===== config.mk =====
export PLATFORM = sky130hd
export DESIGN_NAME = manual_drive_ctrl
export DESIGN_NICKNAME = d
export VERILOG_FILES = /design/src/rtl/manual_drive_ctrl.sv
export SDC_FILE = /design/constraint.sdc
export NUM_CORES = 1
export LEC_CHECK = 0
export ABC_CLOCK_PERIOD_IN_PS = 4900
export BUFFER_PORTS_ARGS = -buffer_cell sky130_fd_sc_hd__buf_2
export CORE_MARGIN = 3
export CORE_UTILIZATION = 65
export CTS_CLUSTER_SIZE = 24
export DETAILED_ROUTE_END_ITERATION = 12
export GPL_TIMING_DRIVEN = 0
export PLACE_DENSITY = 0.87
export SKIP_CTS_REPAIR_TIMING = 1
export SYNTH_ARGS = -nofsm -noshare
export SYNTH_HDL_FRONTEND = slang
export SYNTH_SLANG_ARGS = --single-unit

===== constraint.sdc =====
create_clock -name clk -period 4.9 [get_ports clk]
set_clock_uncertainty 0.05 [all_clocks]
set_input_delay 1.47 -clock clk [delete_from_list [all_inputs] [get_ports clk]]
set_output_delay 1.47 -clock clk [all_outputs]
set_load 0.02 [all_outputs]

===== src/rtl/manual_drive_ctrl.sv =====
// manual_drive_ctrl
//   Manual-mode driving controller sitting directly upstream of the simulator
//   signals. It owns the power state (press to power on, long hold to power
//   off), runs the NOT_STARTING/STARTING/MOVING machine from the pedal and
//   gear levels, and produces the move/turn commands, the blinking turn lamps
//   and a saturating mileage count.
//
// Ports
//   clk, rst             100 MHz clock, asynchronous active-low reset
//   power_btn            debounced power button (1 = pressed)
//   mode_sel[1:0]        2'b01 enables manual driving, anything else idles it
//   throttle, clutch,
//   brake, reverse_sw    debounced pedal / gear levels (reverse_sw 1 = reverse)
//   turn_left/right      debounced turn requests
//   power_on             registered power state
//   drive_state[1:0]     00 NOT_STARTING, 01 STARTING, 10 MOVING
//   move_*_signal        forward / backward command to the simulator
//   turn_*_signal        left / right command to the simulator
//   turn_*_light         blinking lamps, on-phase first
//   mileage[MILE_W-1:0]  distance count, cleared at power-on, saturating
//
// All inputs go through a 2-flop synchroniser; every output is a flop fed
// from the next-state logic, so a synchronised input change is visible on the
// outputs one edge after it is first seen.

module turn_blinker #(
    parameter int HALF_CYCLES = 4
) (
    input  logic clk,
    input  logic rst,
    input  logic req,    // next-cycle value of the turn signal
    output logic lamp
);
    localparam int PERIOD = 2 * HALF_CYCLES;
    localparam int CW     = (PERIOD > 1) ? $clog2(PERIOD) : 1;

    logic          req_q;
    logic [CW-1:0] cnt;
    logic [CW-1:0] cnt_inc;

    always_comb begin
        cnt_inc = (cnt == CW'(PERIOD - 1)) ? '0 : cnt + 1'b1;
    end

    // cnt is the phase of the lamp inside one on/off period; a fresh request
    // restarts it so the lamp always begins with a full on-phase.
    always_ff @(posedge clk or negedge rst) begin
        if (!rst) begin
            req_q <= 1'b0;
            cnt   <= '0;
            lamp  <= 1'b0;
        end else begin
            req_q <= req;
            if (!req) begin
                cnt  <= '0;
                lamp <= 1'b0;
            end else if (!req_q) begin
                cnt  <= '0;
                lamp <= 1'b1;
            end else begin
                cnt  <= cnt_inc;
                lamp <= (cnt_inc < CW'(HALF_CYCLES));
            end
        end
    end
endmodule

module manual_drive_ctrl #(
    parameter int LONG_PRESS_CYCLES = 100_000_000,
    parameter int BLINK_HALF_CYCLES = 50_000_000,
    parameter int MILE_TICK_CYCLES  = 10_000_000,
    parameter int MILE_W            = 24
) (
    input  logic              clk,
    input  logic              rst,
    input  logic              power_btn,
    input  logic [1:0]        mode_sel,
    input  logic              throttle,
    input  logic              clutch,
    input  logic              brake,
    input  logic              reverse_sw,
    input  logic              turn_left,
    input  logic              turn_right,
    output logic              power_on,
    output logic [1:0]        drive_state,
    output logic              move_forward_signal,
    output logic              move_backward_signal,
    output logic              turn_left_signal,
    output logic              turn_right_signal,
    output logic              turn_left_light,
    output logic              turn_right_light,
    output logic [MILE_W-1:0] mileage
);
    localparam logic [1:0] ST_IDLE  = 2'b00;
    localparam logic [1:0] ST_START = 2'b01;
    localparam logic [1:0] ST_MOVE  = 2'b10;

    localparam int HOLD_W = $clog2(LONG_PRESS_CYCLES + 1);
    localparam int TICK_W = (MILE_TICK_CYCLES > 1) ? $clog2(MILE_TICK_CYCLES) : 1;

    // ---------------- input synchroniser ----------------
    logic [9:0] raw, sync1, sync2;
    assign raw = {power_btn, mode_sel, throttle, clutch, brake,
                  reverse_sw, turn_left, turn_right};

    always_ff @(posedge clk or negedge rst) begin
        if (!rst) begin
            sync1 <= '0;
            sync2 <= '0;
        end else begin
            sync1 <= raw;
            sync2 <= sync1;
        end
    end

    logic       btn, thr, clu, brk, rev, tl, tr;
    logic [1:0] mode;
    assign {btn, mode, thr, clu, brk, rev, tl, tr} = sync2;

    // ---------------- edge detect / hold counter ----------------
    logic              btn_q, rev_q;
    logic [HOLD_W-1:0] hold_cnt;
    logic              btn_rise, rev_tog, long_press;

    assign btn_rise   = btn & ~btn_q;
    assign rev_tog    = rev ^ rev_q;
    // hold_cnt counts earlier consecutive high cycles, so this fires on the
    // LONG_PRESS_CYCLES-th one; it saturates so a continued hold fires once.
    assign long_press = btn && (hold_cnt == HOLD_W'(LONG_PRESS_CYCLES - 1));

    always_ff @(posedge clk or negedge rst) begin
        if (!rst) begin
            btn_q    <= 1'b0;
            rev_q    <= 1'b0;
            hold_cnt <= '0;
        end else begin
            btn_q <= btn;
            rev_q <= rev;
            if (!btn)
                hold_cnt <= '0;
            else if (hold_cnt != HOLD_W'(LONG_PRESS_CYCLES))
                hold_cnt <= hold_cnt + 1'b1;
        end
    end

    // ---------------- power / drive FSM ----------------
    logic [1:0] state, st_nxt;
    logic       pwr_nxt, fsm_en;

    assign fsm_en = power_on && (mode == 2'b01);

    always_comb begin
        pwr_nxt = power_on;
        st_nxt  = state;
        if (power_on) begin
            if (long_press) begin
                pwr_nxt = 1'b0;
            end else if (fsm_en) begin
                case (state)
                    ST_IDLE: begin
                        if (thr && !clu)              pwr_nxt = 1'b0;   // stall
                        else if (thr && clu && !brk)  st_nxt  = ST_START;
                    end
                    ST_START: begin
                        if (brk)                      st_nxt  = ST_IDLE;
                        else if (thr && !clu)         st_nxt  = ST_MOVE;
                    end
                    ST_MOVE: begin
                        if (brk)                      st_nxt  = ST_IDLE;
                        else if (rev_tog && !clu)     pwr_nxt = 1'b0;   // gear crash
                        else if (clu || !thr)         st_nxt  = ST_START;
                    end
                    default:                          st_nxt  = ST_IDLE;
                endcase
            end
        end else if (btn_rise) begin
            pwr_nxt = 1'b1;
        end
        // Off, just powering up, or not in manual mode: parked.
        if (!pwr_nxt || !fsm_en)
            st_nxt = ST_IDLE;
    end

    // Output commands are derived from the next state so they land on the
    // same edge as drive_state; st_nxt is already idle whenever power drops.
    logic       mf_nxt, mb_nxt, turn_ok;
    logic [1:0] turn_req, turn_lamp;

    assign mf_nxt      = (st_nxt == ST_MOVE) && !rev;
    assign mb_nxt      = (st_nxt == ST_MOVE) &&  rev;
    assign turn_ok     = (st_nxt != ST_IDLE);
    assign turn_req[0] = turn_ok && tl && !tr;
    assign turn_req[1] = turn_ok && tr && !tl;

    always_ff @(posedge clk or negedge rst) begin
        if (!rst) begin
            power_on             <= 1'b0;
            state                <= ST_IDLE;
            move_forward_signal  <= 1'b0;
            move_backward_signal <= 1'b0;
            turn_left_signal     <= 1'b0;
            turn_right_signal    <= 1'b0;
        end else begin
            power_on             <= pwr_nxt;
            state                <= st_nxt;
            move_forward_signal  <= mf_nxt;
            move_backward_signal <= mb_nxt;
            turn_left_signal     <= turn_req[0];
            turn_right_signal    <= turn_req[1];
        end
    end

    assign drive_state = state;

    // ---------------- turn lamps (lane 0 = left, lane 1 = right) ----------------
    for (genvar i = 0; i < 2; i++) begin : g_blink
        turn_blinker #(.HALF_CYCLES(BLINK_HALF_CYCLES)) u_blink (
            .clk  (clk),
            .rst  (rst),
            .req  (turn_req[i]),
            .lamp (turn_lamp[i])
        );
    end

    assign turn_left_light  = turn_lamp[0];
    assign turn_right_light = turn_lamp[1];

    // ---------------- mileage ----------------
    logic [TICK_W-1:0] tick_cnt;

    always_ff @(posedge clk or negedge rst) begin
        if (!rst) begin
            tick_cnt <= '0;
            mileage  <= '0;
        end else if (!power_on && pwr_nxt) begin
            tick_cnt <= '0;
            mileage  <= '0;
        end else if (state == ST_MOVE) begin
            if (tick_cnt == TICK_W'(MILE_TICK_CYCLES - 1)) begin
                tick_cnt <= '0;
                if (mileage != {MILE_W{1'b1}})
                    mileage <= mileage + 1'b1;
            end else begin
                tick_cnt <= tick_cnt + 1'b1;
            end
        end
    end
endmodule


==> metrics.cfg <==
[finish]
final_layout_size_suffix_gt1_frac = 0.110
synthToLayoutAreaGrowth_pct = 13.5
fin_nets = 904
postLayoutCellArea_sq_um = 8990
final_core_util = 0.771
num_antenna_cells = 0
instances_no_fill = 1042
nFillCells = 750

[placed_design]
place_area_sq_um = 8340
placed_cells = 1011
dpl.hpwl_mm = 11.8
port_buffers = 43
gp_congestion = 0.910

[grt]
first_global_vias = 6490
gr-usage-all-layers = 0.282
gr-total-overflow = 0
antenna_found_initial = 0
grt_pass1_wl_mm = 30.3
grt_max_degree = 85

[clocking]
cts_buffer_depth = 2
worstSkewPairLatency_ns = 0.43
cts-root-buf = clkbuf_16
clock_sinks = 158
htree_num_levels = 4
numCtsBuffers = 17
cts_tree = done
path_clk_slew_ns = 0.06

[detailed_routing]
vias_per_cell = 6.26
postRouteWirelength_mm = 17.9
drtIter0Drc = 704
drc = 0
firstDrtPassIters = 5
routed-via-count = 6528
avgRoutedWirePerCell_microns = 17.2
antenna_left = 0

[pwr]
p_leak_uw = 0.00377
switchingPower_uw = 694
power.density_nw_per_um2 = 336
clkPwrFrac = 0.477
seq_power_share = 0.461
p_int_uw = 2330
switching_share = 0.230
vdd_ir_drop_max_uv = 360
comb_power_share = 0.062

[worst_setup_path]
r2r_start = mileage[0]
cp.arrival_ns = 3.35
critPathLaunchType = register
worstSetupEndpointType = register
worstSetupPathType = register to register
startpoint = mileage[0]
crit_path_max_fanout = 10
worstPathRequired_ns = 5.15

[timing]
slew_violations = 0
fmax_mhz = 323
rsz0062_at_grt = false
hold_ws_ns = 0.300
period_share = 0.632
min_period_ns = 3.10
slew_headroom = 0.465
final_hold_viol_count = 0
setup_tns_ns = 0
tightest_slew_ns = 0.803
setup_viol = 0

[synthesis]
synth_area_leaders = dfrtp_1, xnor2_1, nor2_1
synthCells = 824
synth_cell_types = 57
async_flop_share = 1.00
synth_top_flop_cell = dfrtp_1
syn_area_per_cell_sq_um = 9.61
synth_nets = 841
synth-seq-area-share = 0.499
yosysWarnings = 0
synth-seq-cells = 158
synth_area_sq_um = 7920
synth_edf_count = 0
synth_area_leader_cell = dfrtp_1
synth_top_area_frac = 0.499

[floorplanning]
core_area_sq_um = 11700
placementRows = 39
die-width_microns = 116
die_area_sq_um = 13500
ios = 44
start_util = 0.679
die_h_microns = 116

[outcome]
status = complete, no violations

[worst_hold_path]
hp-start = sync1[1]
hold_path.class = register to register

[job]
drv_cap = 0

worst max-delay path: stages (launching register included):
cell	delay, ns
dfrtp_1	0.43
ha_1	0.23
nand2_1	0.16
nor4_1	0.42
nand4_1	0.16
a21oi_1	0.67
clkbuf_1	0.45
nor3b_1	0.13
xnor2_1	0.20
nor2_1	0.06
worst paths after layout:
check / endpoint / slack, ns / depth (start not counted)
max in group asynchronous: g_blink[0].u_blink.cnt[11] / 2.95 / 2
min in group asynchronous: mileage[19] / 1.00 / 1
hold / removal: sync2[1] / 0.30 / 0
setup reg to reg: mileage[14] / 1.80 / 9
hold reg to reg: sync2[1] / 0.30 / 0
setup / recovery: mileage[14] / 1.80 / 9
synth_stat cells (2+ instances only):
| cell | number |
|---|---|
| nor3_1 | 37 |
| and2_1 | 25 |
| inv_1 | 17 |
| nor4b_1 | 6 |
| a21oi_1 | 9 |
| nand3_1 | 49 |
| nor4bb_1 | 3 |
| and4_1 | 14 |
| o211ai_1 | 4 |
| o2bb2ai_1 | 2 |
| or4b_2 | 3 |
| clkbuf_1 | 15 |
| nor2_1 | 120 |
| a21o_1 | 2 |
| a21boi_0 | 3 |
| xor2_1 | 42 |
| dfrtp_1 | 158 |
| xnor2_1 | 63 |
| nor2b_1 | 9 |
| or2_2 | 3 |
| nand2_1 | 69 |
| nor3b_1 | 8 |
| and3_1 | 14 |
| nand4_1 | 41 |
| o21ai_0 | 28 |
| and2b_1 | 2 |
| or4_4 | 3 |
| a211oi_1 | 2 |
| o2111ai_1 | 3 |
| nor4_1 | 12 |
| or3_1 | 10 |
| nand2b_1 | 6 |
| and4b_1 | 2 |
| buf_2 | 6 |
| o31ai_1 | 4 |
| or4_1 | 4 |
| ha_1 | 6 |
cell usage in the layout, fill, tap and decap left out, types with 4 or more instances in the layout:
master,n
and3_1,14
nor2_1,120
a21oi_1,9
xor2_1,42
dfrtp_1,158
or3_1,10
nand3_1,49
ha_1,6
inv_1,17
and4_1,14
nand4_1,41
clkinv_2,5
bufinv_16,5
o21ai_0,28
nor4b_1,6
nor4_1,12
o211ai_1,4
xnor2_1,63
clkbuf_1,15
nor2b_1,9
or4_1,4
o31ai_1,4
and2_1,25
buf_2,48
nor3_1,37
clkbuf_16,17
nand2_1,69
nand2b_1,6
nor3b_1,8
power groups by stage:
stage	Sequential (uW)	Clock [uW]	Combinational (uW)
final	1390	1440	187
after global routing	1400	1520	206
after CTS	1390	1460	188
after detailed placement	1420	0	188
after global placement	1410	0	172
after floorplan	1430	0	88.9
logic make-up (layout without fill, tap and decap cells):
group | count (synthesis) | after routing | synth area share
XOR/XNOR | 105 | 105 | 0.116
adder cells (fa/ha/maj) | 6 | 6 | 0.00948
flip-flops | 158 | 158 | 0.499
AO/OA/AOI/OAI | 66 | 66 | 0.0533
AND/OR/NAND/NOR | 447 | 447 | 0.299
buffers and inverters | 40 | 115 | 0.0201
multiplexers | 2 | 2 | 0.00269
routing by layer:
metal,wire length [microns],part of all wire,vias to the layer above,global-route usage
met1,7430,0.41,3158,0.345
met2,8860,0.49,286,0.476
met3,1130,0.063,66,0.0679
met5,0,0,-,0
li1,-,-,3018,-
met4,514,0.029,0,0.126
final cells by class:
class	instances	area, sq um	share of cell area
sequential	158	3950	0.440
clock inverter	12	191	0.0213
tap	143	179	0.0199
inverter	17	63.8	0.00710
timing repair buffer	44	249	0.0277
buffer	23	95.1	0.0106
multi-input combinational	626	3800	0.423
clock buffer	19	453	0.0504
stage by stage:
stage               setup WS (ns)  power (uW)
global route                 1.67        3130
CTS                          1.93        3040
detailed placement           1.96        1600
global placement            0.162        1590
floorplan                    2.47        1510
finish                       1.80        3020
registers in the layout (all words and copies together), names as in the netlist, 2 cells and up:
register,cells
g_blink.u_blink.cnt,54
mileage,24
drive_state,2
g_blink.u_blink.req_q,2
tick_cnt,24
g_blink.u_blink.lamp,2
sync2,9
sync1,9
hold_cnt,27
Note: power is estimated with default switching activity, not from simulation.
